==> src/rtl/hs4_tx.sv <==
// Clocked initiator for a 4-phase return-to-zero bundled-data channel.
// Optional watchdog compiled in with `define HS4_TX_TIMEOUT_EN.
module hs4_tx #(
   parameter int DATA_W      = 8,
   parameter int SETUP_CYC   = 1,
   parameter int SYNC_STAGES = 2,
   parameter int TIMEOUT_CYC = 255
) (
   input  logic              clk,
   input  logic              rst_n,
   input  logic [DATA_W-1:0] in_data,
   input  logic              in_valid,
   output logic              in_ready,
   output logic              hs_req,
   output logic [DATA_W-1:0] hs_data,
   input  logic              hs_ack,
   output logic              busy,
   output logic [7:0]        tx_count,
   output logic              err
);

   typedef enum logic [1:0] {IDLE, SETUP, REQ_UP, REQ_DN} state_t;

   localparam logic [3:0] SETUP_LOAD = 4'(SETUP_CYC - 1);
   localparam logic [7:0] WD_LAST    = 8'(TIMEOUT_CYC - 1);

   if (SETUP_CYC < 1 || SETUP_CYC > 15) begin : g_bad_setup
      $error("hs4_tx: SETUP_CYC out of range");
   end
   if (SYNC_STAGES < 2 || SYNC_STAGES > 4) begin : g_bad_sync
      $error("hs4_tx: SYNC_STAGES out of range");
   end
   if (TIMEOUT_CYC < 1 || TIMEOUT_CYC > 255) begin : g_bad_tmo
      $error("hs4_tx: TIMEOUT_CYC out of range");
   end

   state_t                 r_state;
   state_t                 w_next;
   logic [SYNC_STAGES-1:0] r_sync;
   logic [3:0]             r_setup_cnt;
   logic                   w_ack_s;
   logic                   w_accept;
   logic                   w_wd_hit;

   assign w_ack_s  = r_sync[SYNC_STAGES-1];
   assign in_ready = (r_state == IDLE) && !w_ack_s;
   assign w_accept = in_valid && in_ready;
   assign busy     = (r_state != IDLE);

`ifdef HS4_TX_TIMEOUT_EN
   logic [7:0] r_wd;
   logic       r_err;

   assign w_wd_hit = ((r_state == REQ_UP) || (r_state == REQ_DN)) && (r_wd == WD_LAST);
   assign err      = r_err;

   // Watchdog restarts on every entry into a request phase.
   always_ff @(posedge clk) begin
      if (!rst_n) begin
         r_wd  <= 8'd0;
         r_err <= 1'b0;
      end else begin
         if ((w_next == REQ_UP || w_next == REQ_DN) && (w_next != r_state))
            r_wd <= 8'd0;
         else if (r_state == REQ_UP || r_state == REQ_DN)
            r_wd <= r_wd + 8'd1;
         if (w_wd_hit)
            r_err <= 1'b1;
      end
   end
`else
   assign w_wd_hit = 1'b0;
   assign err      = 1'b0;
`endif

   always_comb begin
      w_next = r_state;
      case (r_state)
         IDLE:    if (w_accept) w_next = SETUP;
         SETUP:   if (r_setup_cnt == 4'd0) w_next = REQ_UP;
         REQ_UP:  if (w_ack_s || w_wd_hit) w_next = REQ_DN;
         REQ_DN:  if (!w_ack_s) w_next = IDLE;
         default: w_next = IDLE;
      endcase
   end

   // hs_req is decoded from the next state so the pin comes straight off a flop.
   always_ff @(posedge clk) begin
      if (!rst_n) begin
         r_state     <= IDLE;
         r_sync      <= '0;
         r_setup_cnt <= 4'd0;
         hs_req      <= 1'b0;
         hs_data     <= '0;
         tx_count    <= 8'd0;
      end else begin
         r_sync  <= {r_sync[SYNC_STAGES-2:0], hs_ack};
         r_state <= w_next;
         hs_req  <= (w_next == REQ_UP);
         if (w_accept) begin
            hs_data     <= in_data;
            r_setup_cnt <= SETUP_LOAD;
         end else if (r_state == SETUP && r_setup_cnt != 4'd0) begin
            r_setup_cnt <= r_setup_cnt - 4'd1;
         end
         if (r_state == REQ_DN && w_next == IDLE)
            tx_count <= tx_count + 8'd1;
      end
   end

endmodule

==> config.mk <==
export PLATFORM = sky130hd
export DESIGN_NAME = hs4_tx
export DESIGN_NICKNAME = d
export VERILOG_FILES = /design/src/rtl/hs4_tx.sv
export SDC_FILE = /design/constraint.sdc
export NUM_CORES = 1
export LEC_CHECK = 0
export ABC_AREA = 1
export ABC_CLOCK_PERIOD_IN_PS = 3180
export BUFFER_PORTS_ARGS = -buffer_cell sky130_fd_sc_hd__clkbuf_2
export CELL_PAD_IN_SITES_DETAIL_PLACEMENT = 1
export CELL_PAD_IN_SITES_GLOBAL_PLACEMENT = 1
export CORE_UTILIZATION = 37
export CTS_CLUSTER_DIAMETER = 150
export DETAILED_ROUTE_END_ITERATION = 7
export GPL_ROUTABILITY_DRIVEN = 0
export PLACE_DENSITY_LB_ADDON = 0.25
export SYNTH_ARGS = -nofsm -noshare
export SYNTH_HDL_FRONTEND = slang
export SYNTH_SLANG_ARGS = --single-unit
export TNS_END_PERCENT = 10
==> constraint.sdc <==
create_clock -name clk -period 3.18 [get_ports clk]
set_clock_uncertainty 0.2 [all_clocks]
set_input_delay 0.954 -clock clk [delete_from_list [all_inputs] [get_ports clk]]
set_output_delay 0.954 -clock clk [all_outputs]
set_load 0.02 [all_outputs]
== Yosys cells after proc, flatten, opt, wreduce, memory -nomap -nowiden ==
Index checks and enable logic that the tools add are counted.

* $add $sub $neg: 2
* Equal/unequal tests: 4
* Multiplexer cells: 5
* Bitwise operators: 1
* Reduce and logical (&&, ||, !) cells: 11

{| class="wikitable"
|+ Operators with widths
! kind !! count
|-
| adder 8 x 1 -> 8 bit, second input constant || 1
|-
| 2-to-1 mux 2 bit || 4
|-
| one-hot mux 2 bit (4 select lines) || 1
|-
| == test 2 bit, second input constant || 3
|-
| logical AND 1 bit || 4
|-
| zero test 2 bit || 2
|-
| zero test 4 bit || 1
|-
| nonzero test 4 bit || 1
|-
| subtractor 4 x 1 -> 4 bit, second input constant || 1
|-
| == test 2 x 1 -> 1 bit, second input constant || 1
|-
| nonzero test 2 bit || 1
|-
| OR reduction 2 bit || 1
|-
| zero test 1 bit || 1
|-
| NOT 1 bit || 1
|}

* Register bits: 25
* Input port bits: 12
* Output and inout bits: 20
* Word-level logic and storage cells: 29

== Longest topological paths before layout ==
Gate-level depths: netlist (run 1).

* Depth in word-level cells: 7
* Gate-level depth with buffers: 7
* Mapped depth without buffers: 7

== Worst setup path before layout (run 1) ==
No wires, ideal clock.

* Path type: reg-to-output
* Start: register r_state[1]
* End: output in_ready
* Arrival: 0.796 ns
* Data required time: 2.026 ns
* Setup slack: 1.230 ns
* Stages on the path, launching flop included: 4
* Path buffers: 0
* Cells stage by stage: dfxtp_1 > nor2_2 > inv_2 > nor2_4

* Cells in the longest elaborated chain, start to end: 2

{| class="wikitable"
|+ RTL lines
! element !! line !! text
|-
| start: declaration || 37 || <nowiki>state_t r_state;</nowiki>
|-
| start signal: assignment || 98 || <nowiki>r_state <= w_next;</nowiki>
|-
| zero test 2 bit || 46 || <nowiki>assign in_ready = (r_state == IDLE) && !w_ack_s;</nowiki>
|-
| logical AND 1 bit || 46 ||
|-
| end: declaration || 13 || <nowiki>output logic in_ready,</nowiki>
|}

Every way passes these cells.

== Final worst setup path (run 1) ==
Ends and elaborated chain as after synthesis.

==> flow_summary.toml, run 1 <==
[outcome]
status = "complete, but fails checks"
violations = "DRC"

[die]
die-area_mm2 = 0.00322
pin_count = 32
initial_core_util_pct = 39.6
dieWidth_um = 56.8
core_area_mm2 = 0.00281
row_count = 19
die_height_um = 56.8

[placement]
port_buffers = 30
post-dp-hpwl_um = 2020
dp.cells = 214

[synth]
ys_types = 19
synth_seq_cells = 25
synthAdderAreaFrac_pct = 2.25
synth_top_family_by_area = "simple AND/OR/NAND/NOR gates"
synth_xor_area_share_pct = 0.789
ys_warn_count = 0
yosys.area_share.simple_pct = 33.3
synth_compound_area_share_pct = 8.34
syn_area_mm2 = 0.00111
yosysSeqAreaShare_pct = 45.1
syn_inst = 156
syn_nets = 170
postSynthAreaPerCell_um2 = 7.11
synth.area.mux_share_pct = 0

[layout]
fin_cells = 218
drive_above_1_share_pct = 21.9
final_nets = 202
utilization_pct = 46.4
antennaDiodeCount = 0
syn2layout_area_growth_pct = 17.2

[routing]
wl_per_cell_um = 11.6
drc = 6
ant_nets = 0
drt_iter0_drc = 41
drt-total-wl_um = 2520
viasPerCell = 4.94
first_pass_iters = 6
vias = 1078

[worst_setup_path]
crit_fanout = 9
arrival_ps = 1320
reg2reg_to = "r_setup_cnt[2]"
r2r_start = "r_setup_cnt[0]"
cp.required_ps = 2030
startpoint_type = "register"
reg2regPathDepth = 7
rrSetupSlack_ps = 1660
crit_type = "register to output port"
endpoint_kind = "output port"

[power]
powerDensity_mw_per_mm2 = 430
p_leak_nw = 0.611
vdd_drop_max_mv = 0.156
p_total_mw = 0.559

[clock_network]
cts_root_buf = "clkbuf_4"
cts_setup_buffers = 0
worstSkewPairLatency_ps = 320
cts_max_level = 1
cts.clk_slew.worst_paths_ps = 130
cts_buffers = 3
clockBufferDepth = 2
cts_tree = "done"
cts-resized-gates = 0
cts_hold_buffers = 0
clock-sinks = 25

[timing]
min_period_ps = 2480
finalCritPeriodShare_pct = 77.9
rsz0062_at_grt = "false"
tns_ps = 0
hold_violations = 0
setup_viol = 0
slew_viol_final = 0
fmax_mhz = 404

[global_routing]
grt_max_degree = 15
overflow = 0
grt_pass1_wl_um = 4270
track_usage_pct = 17.3
grt_pass1_vias = 1044
antenna_found_initial = 0

[min_path]
hold_depth = 2
holdPathEnd = "r_sync[1]"
hold_start = "r_sync[0]"
hold_path_class = "register to register"

[flow_run]
drv_cap = 0
cells in the final DEF (no fill, tap or decap):
cell type and count:
a21oi_1 15, clkbuf_1 1, clkbuf_2 30, clkbuf_4 3, conb_1 1, dfxtp_1 25
ha_1 2, inv_1 21, inv_2 2, nand2_1 44, nand3_1 16, nand3_2 2
nand4_1 2, nor2_1 15, nor2_2 2, nor2_4 2, o211ai_1 1, o21ai_0 2
xor2_1 1
metrics by stage:
stage | worst slack, ps | hold slack [ps] | instance area (um^2)
after floorplan | 1230 | 190 | 1110
after global placement | 1110 | 198 | 1270
after detailed placement | 1050 | 208 | 1270
after CTS | 678 | 234 | 1300
after global routing | 613 | 243 | 1300
final | 703 | 232 | 1300
cell families after synthesis:
kind of cell             Yosys count
buffers and inverters             26
AND/OR/NAND/NOR                   83
other                              1
adder cells (fa/ha/maj)            2
AO/OA/AOI/OAI                     18
flip-flops                        25
XOR/XNOR                           1
worst max-delay path: stages, from the launching register on:
cell and delay [ps]:
dfxtp_1 370, nor2_2 160, inv_2 80, nor2_4 180, clkbuf_2 210
power breakdown:
part / leakage (nW) / total, mW / switching [mW] / internal (mW)
sequential: 0.203 / 0.335 / 0.00913 / 0.326
clock: 0.0150 / 0.142 / 0.0932 / 0.0492
combinational: 0.392 / 0.0818 / 0.0552 / 0.0266
total: 0.611 / 0.559 / 0.158 / 0.402
registers in the layout, indices dropped and copies added, names as in the netlist:
| signal | cells |
|---|---|
| hs_data | 8 |
| hs_req | 1 |
| r_setup_cnt | 4 |
| r_state | 2 |
| r_sync | 2 |
| tx_count | 8 |
cell type report:
class                   count  area [um^2]
repair buffers             30          150
fillers                   392         1500
clock buffers               4         26.3
inverters                  23         86.3
multi-input cells         105          499
well taps                  31         38.8
flip-flops and latches     25          500
per-layer routing:
layer | up-vias | GRT usage [%] | part of all wire [%]
met5 | - | 0 | 0
met4 | 0 | 9.41 | 2.2
met3 | 5 | 2.53 | 4.8
met2 | 27 | 32.5 | 51
met1 | 496 | 18.3 | 42
li1 | 550 | - | -
how the worst max path moves through the flow:
stage                    start       end  slack, ps  cells past startpoint
floorplan           r_state[1]  in_ready       1230                      3
global placement    r_state[1]  in_ready       1110                      4
detailed placement  r_state[1]  in_ready       1050                      4
CTS                 r_state[1]  in_ready        680                      4
global route        r_state[1]  in_ready        610                      4
finish              r_state[1]  in_ready        700                      4
cell usage after synthesis (all sizes together):
| cell | number | share of area (%) |
|---|---|---|
| nor2 | 19 | 8.2 |
| inv | 23 | 7.8 |
| o21ai | 2 | 0.90 |
| ha | 2 | 2.3 |
| a21oi | 15 | 6.8 |
| nand3 | 18 | 9.0 |
| conb | 1 | 0.34 |
| xor2 | 1 | 0.79 |
| clkbuf | 1 | 0.45 |
| dfxtp | 25 | 45 |
| buf | 2 | 1.7 |
| nand2 | 44 | 15 |
| o211ai | 1 | 0.68 |
| nand4 | 2 | 1.1 |
No activity file was read; power rests on OpenSTA's default activity.
==> run 2, diff against run 1 <==
--- a/config.mk
+++ b/config.mk
@@ -5,12 +5,12 @@
 export SDC_FILE = /design/constraint.sdc
 export NUM_CORES = 1
 export LEC_CHECK = 0
-export ABC_AREA = 1
-export ABC_CLOCK_PERIOD_IN_PS = 3180
+export ABC_AREA = 0
+export ABC_CLOCK_PERIOD_IN_PS = 2300
 export BUFFER_PORTS_ARGS = -buffer_cell sky130_fd_sc_hd__clkbuf_2
 export CELL_PAD_IN_SITES_DETAIL_PLACEMENT = 1
 export CELL_PAD_IN_SITES_GLOBAL_PLACEMENT = 1
-export CORE_UTILIZATION = 37
+export CORE_UTILIZATION = 36
 export CTS_CLUSTER_DIAMETER = 150
 export DETAILED_ROUTE_END_ITERATION = 7
 export GPL_ROUTABILITY_DRIVEN = 0
==> constraint.sdc (replaced) <==
create_clock -name clk -period 2.3 [get_ports clk]
set_clock_uncertainty 0.2 [all_clocks]
set_input_delay 0.69 -clock clk [delete_from_list [all_inputs] [get_ports clk]]
set_output_delay 0.69 -clock clk [all_outputs]
set_load 0.02 [all_outputs]
==> run 2 against run 1 <==
- sequential cell count stayed put
- final cell count is 17% lower
- the run now ends clean
- non-clock buffer count is 2 higher
- cell area is 3.7% lower
- critical endpoint unchanged
==> flow_summary.toml, run 2 <==
[outcome]
status = "finished clean"

[clock_network]
cts_root_buf = "clkbuf_4"
cts_max_level = 1
clockBufferDepth = 2
worstSkewPairLatency_ps = 300
cts.clk_slew.worst_paths_ps = 120
cts_buffers = 3
cts_tree = "done"
clock-sinks = 25

[min_path]
hold_start = "hs_data[7]"
hold_path_class = "register to register"
hold_depth = 2

[global_routing]
grt_pass1_vias = 883
grt_pass1_wl_um = 4140
overflow = 0
antenna_found_initial = 0
track_usage_pct = 16.0
grt_max_degree = 17

[timing]
fmax_mhz = 457
min_period_ps = 2190
finalCritPeriodShare_pct = 95.2
setup_slack_ps = 111
rsz0062_at_grt = "false"
setup_viol = 0
slew_headroom_pct = 47.7
slew_viol_final = 0
tightest_slew_ps = 782
tns_ps = 0
hold_violations = 0

[worst_setup_path]
critical_path.cell_chain = "or2_2 > nor2_1 > clkbuf_2"
rrSetupSlack_ps = 410
r2r_start = "r_sync[1]"
reg2regPathDepth = 3
cp_slowest_cell = "dfxtp_2"
startpoint = "r_state[0]"
startpoint_type = "register"
crit_family = "simple AND/OR/NAND/NOR gates"
crit_type = "register to output port"
cp.depth = 3
endpoint = "in_ready"
arrival_ps = 1300
cp_num_buf_inv = 1
endpoint_kind = "output port"
cp.required_ps = 1410
slowest_delay_ps = 390
crit_fanout = 7
reg2reg_to = "tx_count[6]"

[placement]
post-dp-hpwl_um = 1720
port_buffers = 30
dp_slack_ps = 329

[die]
die_height_um = 56.5
dieWidth_um = 56.5
initial_core_util_pct = 38.4
pin_count = 32
row_count = 19
core_area_mm2 = 0.00278
die-area_mm2 = 0.00319

[synth]
synth_top_area_share_pct = 46.8
synthTopCellsByCount = "25 x dfxtp_1, 21 x nand2_1, 17 x a21oi_1"
ys.flop_type = "dfxtp_1"
syn_nets = 134
yosysSeqAreaShare_pct = 46.8
synth_edf_count = 0
postSynthAreaPerCell_um2 = 8.90
synth.most_common_cell = "dfxtp_1"
synth_seq_cells = 25
ys_types = 33
ys_warn_count = 0
syn_area_mm2 = 0.00107
syn_inst = 120
synth_area_leaders = "dfxtp_1 47%, a21oi_1 8.0%, nand2_1 7.4%"
yosysTopAreaCell = "dfxtp_1"
async_flop_share_pct = 0

[power]
p_leak_nw = 0.525
powerDensity_mw_per_mm2 = 610
vdd_drop_max_mv = 0.323
p_total_mw = 0.764

[layout]
final_nets = 165
final_common_cell = "clkbuf_2"
drive_above_1_share_pct = 29.3
mostFrequentLayoutCells = "30 x clkbuf_2, 24 x dfxtp_1, 21 x nand2_1"
antennaDiodeCount = 0
syn2layout_area_growth_pct = 17.3
utilization_pct = 45.1
reg_top3 = "hs_data: 8 flops, tx_count: 8 flops, r_setup_cnt: 4 flops"

[routing]
drc = 0
wl_per_cell_um = 12.9
vias = 934
drt-total-wl_um = 2340
drt_iter0_drc = 14
viasPerCell = 5.16
first_pass_iters = 2
ant_nets = 0

[flow_run]
drv_cap = 0
==> run 2: cell types whose count changed after synthesis, sizes merged, moves of 2 or more <==
cell and change:
nand3 -16, or4 +4, nand2b +2, inv -19
nand2 -22, buf +3, or3 +5, nand4 -2
mux2i +2, and2 +2, o31ai +2, nor2 -14
a21oi +3, o21ai +5
==> run 2: final cells by class <==
class,instances,area (um^2)
fillers,346,1530
repair buffers,32,165
clock buffers,4,26.3
inverters,4,15.0
flip-flops and latches,25,502
well taps,31,38.8
multi-input cells,85,507
==> run 2: worst min path at each step <==
stage	to	slack, ps
floorplan	r_sync[1]	210
global placement	r_sync[1]	230
detailed placement	r_sync[1]	230
CTS	hs_data[7]	270
global route	hs_data[7]	300
finish	hs_data[7]	270
==> run 2: repair_timing <==
action	4_1_cts	5_1_grt
setup endpoints to repair	0	1
gates resized for setup	0	1
buffers inserted	0	0
hold endpoints to repair	0	0
hold buffers	0	0
==> run 2: worst min-delay path, cell delays in order (launching register included) <==
cell and delay (ps):
dfxtp_1 330, nand2_1 50, a21oi_1 50
==> run 2: where the power goes <==
group / switching, mW / internal [mW] / total (mW)
registers: 0.0134 / 0.450 / 0.464
clock network: 0.121 / 0.0674 / 0.189
logic: 0.0695 / 0.0421 / 0.112
==> run 2: stage by stage <==
| stage | instances | cell area, um^2 | hold slack (ps) |
|---|---|---|---|
| floorplan | 120 | 1070 | 212 |
| global placement | 177 | 1230 | 228 |
| detailed placement | 177 | 1230 | 235 |
| CTS | 181 | 1250 | 272 |
| global route | 181 | 1250 | 297 |
| finish | 181 | 1250 | 270 |
==> run 2: logic make-up after synthesis <==
kind of cell / count (synthesis) / share of synthesized area [%]
DFF: 25 / 46.8
adders and majority gates: 2 / 2.34
xor gates and xnor gates: 2 / 1.64
buffers and inverters: 10 / 5.74
muxes: 2 / 1.87
other: 1 / 0.351
AOI/OAI and AO/OA: 28 / 14.3
and+or+nand+nor: 50 / 26.9
==> run 2: metal layers <==
metal	global-route usage [%]	wire [um]	up-vias
met3	2.30	89	2
met1	24.9	1230	442
li1	-	-	472
met2	23.7	1010	18
met5	0	0	-
met4	2.09	16	0
==> run 3, diff against run 2 <==
--- a/config.mk
+++ b/config.mk
@@ -6,7 +6,7 @@
 export NUM_CORES = 1
 export LEC_CHECK = 0
 export ABC_AREA = 0
-export ABC_CLOCK_PERIOD_IN_PS = 2300
+export ABC_CLOCK_PERIOD_IN_PS = 2040
 export BUFFER_PORTS_ARGS = -buffer_cell sky130_fd_sc_hd__clkbuf_2
 export CELL_PAD_IN_SITES_DETAIL_PLACEMENT = 1
 export CELL_PAD_IN_SITES_GLOBAL_PLACEMENT = 1
@@ -15,6 +15,7 @@
 export DETAILED_ROUTE_END_ITERATION = 7
 export GPL_ROUTABILITY_DRIVEN = 0
 export PLACE_DENSITY_LB_ADDON = 0.25
+export SETUP_SLACK_MARGIN = 0.4
 export SYNTH_ARGS = -nofsm -noshare
 export SYNTH_HDL_FRONTEND = slang
 export SYNTH_SLANG_ARGS = --single-unit
==> constraint.sdc (replaced) <==
create_clock -name clk -period 2.04 [get_ports clk]
set_clock_uncertainty 0.2 [all_clocks]
set_input_delay 0.612 -clock clk [delete_from_list [all_inputs] [get_ports clk]]
set_output_delay 0.612 -clock clk [all_outputs]
set_load 0.02 [all_outputs]
==> run 3 against run 2 <==
- final cell count increased by 1.1%
- first-iteration DRC count decreased by 14%
- clock power increased by 16%
- largest power group unchanged
- largest cell class unchanged
- combinational power increased by 29%
==> flow_summary.toml, run 3 (same netlist as run 2, synthesis figures left out) <==
[min_path]
hold_path_class = "register to register"
hold_start = "hs_data[4]"

[outcome]
status = "finished clean"

[clock_network]
cts.clk_slew.worst_paths_ps = 130
cts_tree = "done"
cts_max_level = 1
clockBufferDepth = 2
clock-sinks = 25
cts_root_buf = "clkbuf_4"
cts_buffers = 3
worstSkewPairLatency_ps = 320

[die]
die_height_um = 56.5
core_area_mm2 = 0.00278
die-area_mm2 = 0.00319
initial_core_util_pct = 38.4
dieWidth_um = 56.5
row_count = 19
pin_count = 32

[routing]
wl_per_cell_um = 13.4
vias = 951
first_pass_iters = 4
viasPerCell = 5.20
drc = 0
drt-total-wl_um = 2440
drt_iter0_drc = 12
ant_nets = 0

[worst_setup_path]
startpoint_type = "register"
crit_fanout = 3
crit_type = "register to output port"
endpoint_kind = "output port"
arrival_ps = 1170
r2r_start = "r_state[1]"
startpoint = "r_state[1]"
cp.required_ps = 1230
crit_family = "flip-flops"
cp_num_buf_inv = 1
slowest_delay_ps = 360
critical_path.cell_chain = "or2_4 > nor2_4 > buf_8"
cp_slowest_cell = "dfxtp_4"

[timing]
rsz0062_at_grt = "true"
tightest_slew_ps = 513
hold_slack_ps = 269
tns_ps = 0
fmax_mhz = 505
slew_viol_final = 0
min_period_ps = 1980
finalCritPeriodShare_pct = 97.0
setup_viol = 0
hold_violations = 0
slew_headroom_pct = 65.7

[power]
p_int_mw = 0.642
powerDensity_mw_per_mm2 = 679
p_leak_nw = 0.543
p_total_mw = 0.883
switching_share_pct = 27.3
p_switching_mw = 0.241
p_clk_share_pct = 24.8
seq_power_share_pct = 58.8
p_comb_share_pct = 16.4
vdd_drop_max_mv = 0.648

[placement]
dp.cells = 177
post-dp-hpwl_um = 1810
port_buffers = 30
placed_area_mm2 = 0.00124

[layout]
syn2layout_area_growth_pct = 21.7
final_area_mm2 = 0.00130
final_common_cell = "clkbuf_2"
reg_top3 = "hs_data: 8 flops, tx_count: 8 flops, r_setup_cnt: 4 flops"
antennaDiodeCount = 0
fin_cells = 183
final_nets = 167
mostFrequentLayoutCells = "28 x clkbuf_2, 23 x dfxtp_1, 21 x nand2_1"
n_fill_cell = 333
drive_above_1_share_pct = 32.2

[global_routing]
grt_pass1_vias = 938
grt_pass1_wl_um = 4220
overflow = 0
grt_max_degree = 17
antenna_found_initial = 0
track_usage_pct = 17.1

[flow_run]
drv_cap = 0
## run 3: power by group through the flow
stage	Combinational [mW]	Sequential, mW	Clock (mW)
2_1_floorplan	0.0772	0.547	0
3_5_place_dp	0.129	0.537	0
4_1_cts	0.145	0.519	0.233
5_1_grt	0.159	0.522	0.254
6_report	0.145	0.519	0.219
3_3_place_gp	0.125	0.536	0
## run 3: layer usage
layer / part of all wire [%] / GRT usage, %
met3: 5.8 / 6.22
met4: 0.94 / 6.27
met1: 47 / 21.9
met5: 0 / 0
met2: 47 / 26.4
## run 3: cell type report
type | instances | area (um^2) | share of cell area, %
clock buffer | 4 | 26.3 | 2.02
multi-input combinational | 85 | 522 | 40.1
inverter | 4 | 15.0 | 1.15
tap | 31 | 38.8 | 2.98
sequential | 25 | 508 | 39.1
timing repair buffer | 34 | 190 | 14.6
## run 3: timing repair
action                     in CTS  in global routing
resized for setup               7                  2
cloned                          0                  0
buffers inserted                2                  0
setup endpoints to repair      38                 40
hold buffers                    0                  0
pin swaps                       2                  0
## run 3: final timing paths
kind / cells past startpoint / endpoint / slack (ps)
worst min register to register: 2 / hs_data[4] / 270
worst min-delay path: 2 / hs_data[4] / 270
worst max-delay path: 3 / in_ready / 60
worst max register to register: 4 / r_setup_cnt[2] / 260
## run 3: per-stage QoR
step	setup slack, ps	utilization, %
6_report	61.6	46.7
5_1_grt	10.5	46.7
4_1_cts	27.4	46.7
3_5_place_dp	138	44.4
3_3_place_gp	164	44.4
2_1_floorplan	380	-
## run 3: worst min-delay path: cells and delay by family, from the launching register on
kind            cells  cell delay [ps]
flops               1              330
simple gates        1               50
compound gates      1               50
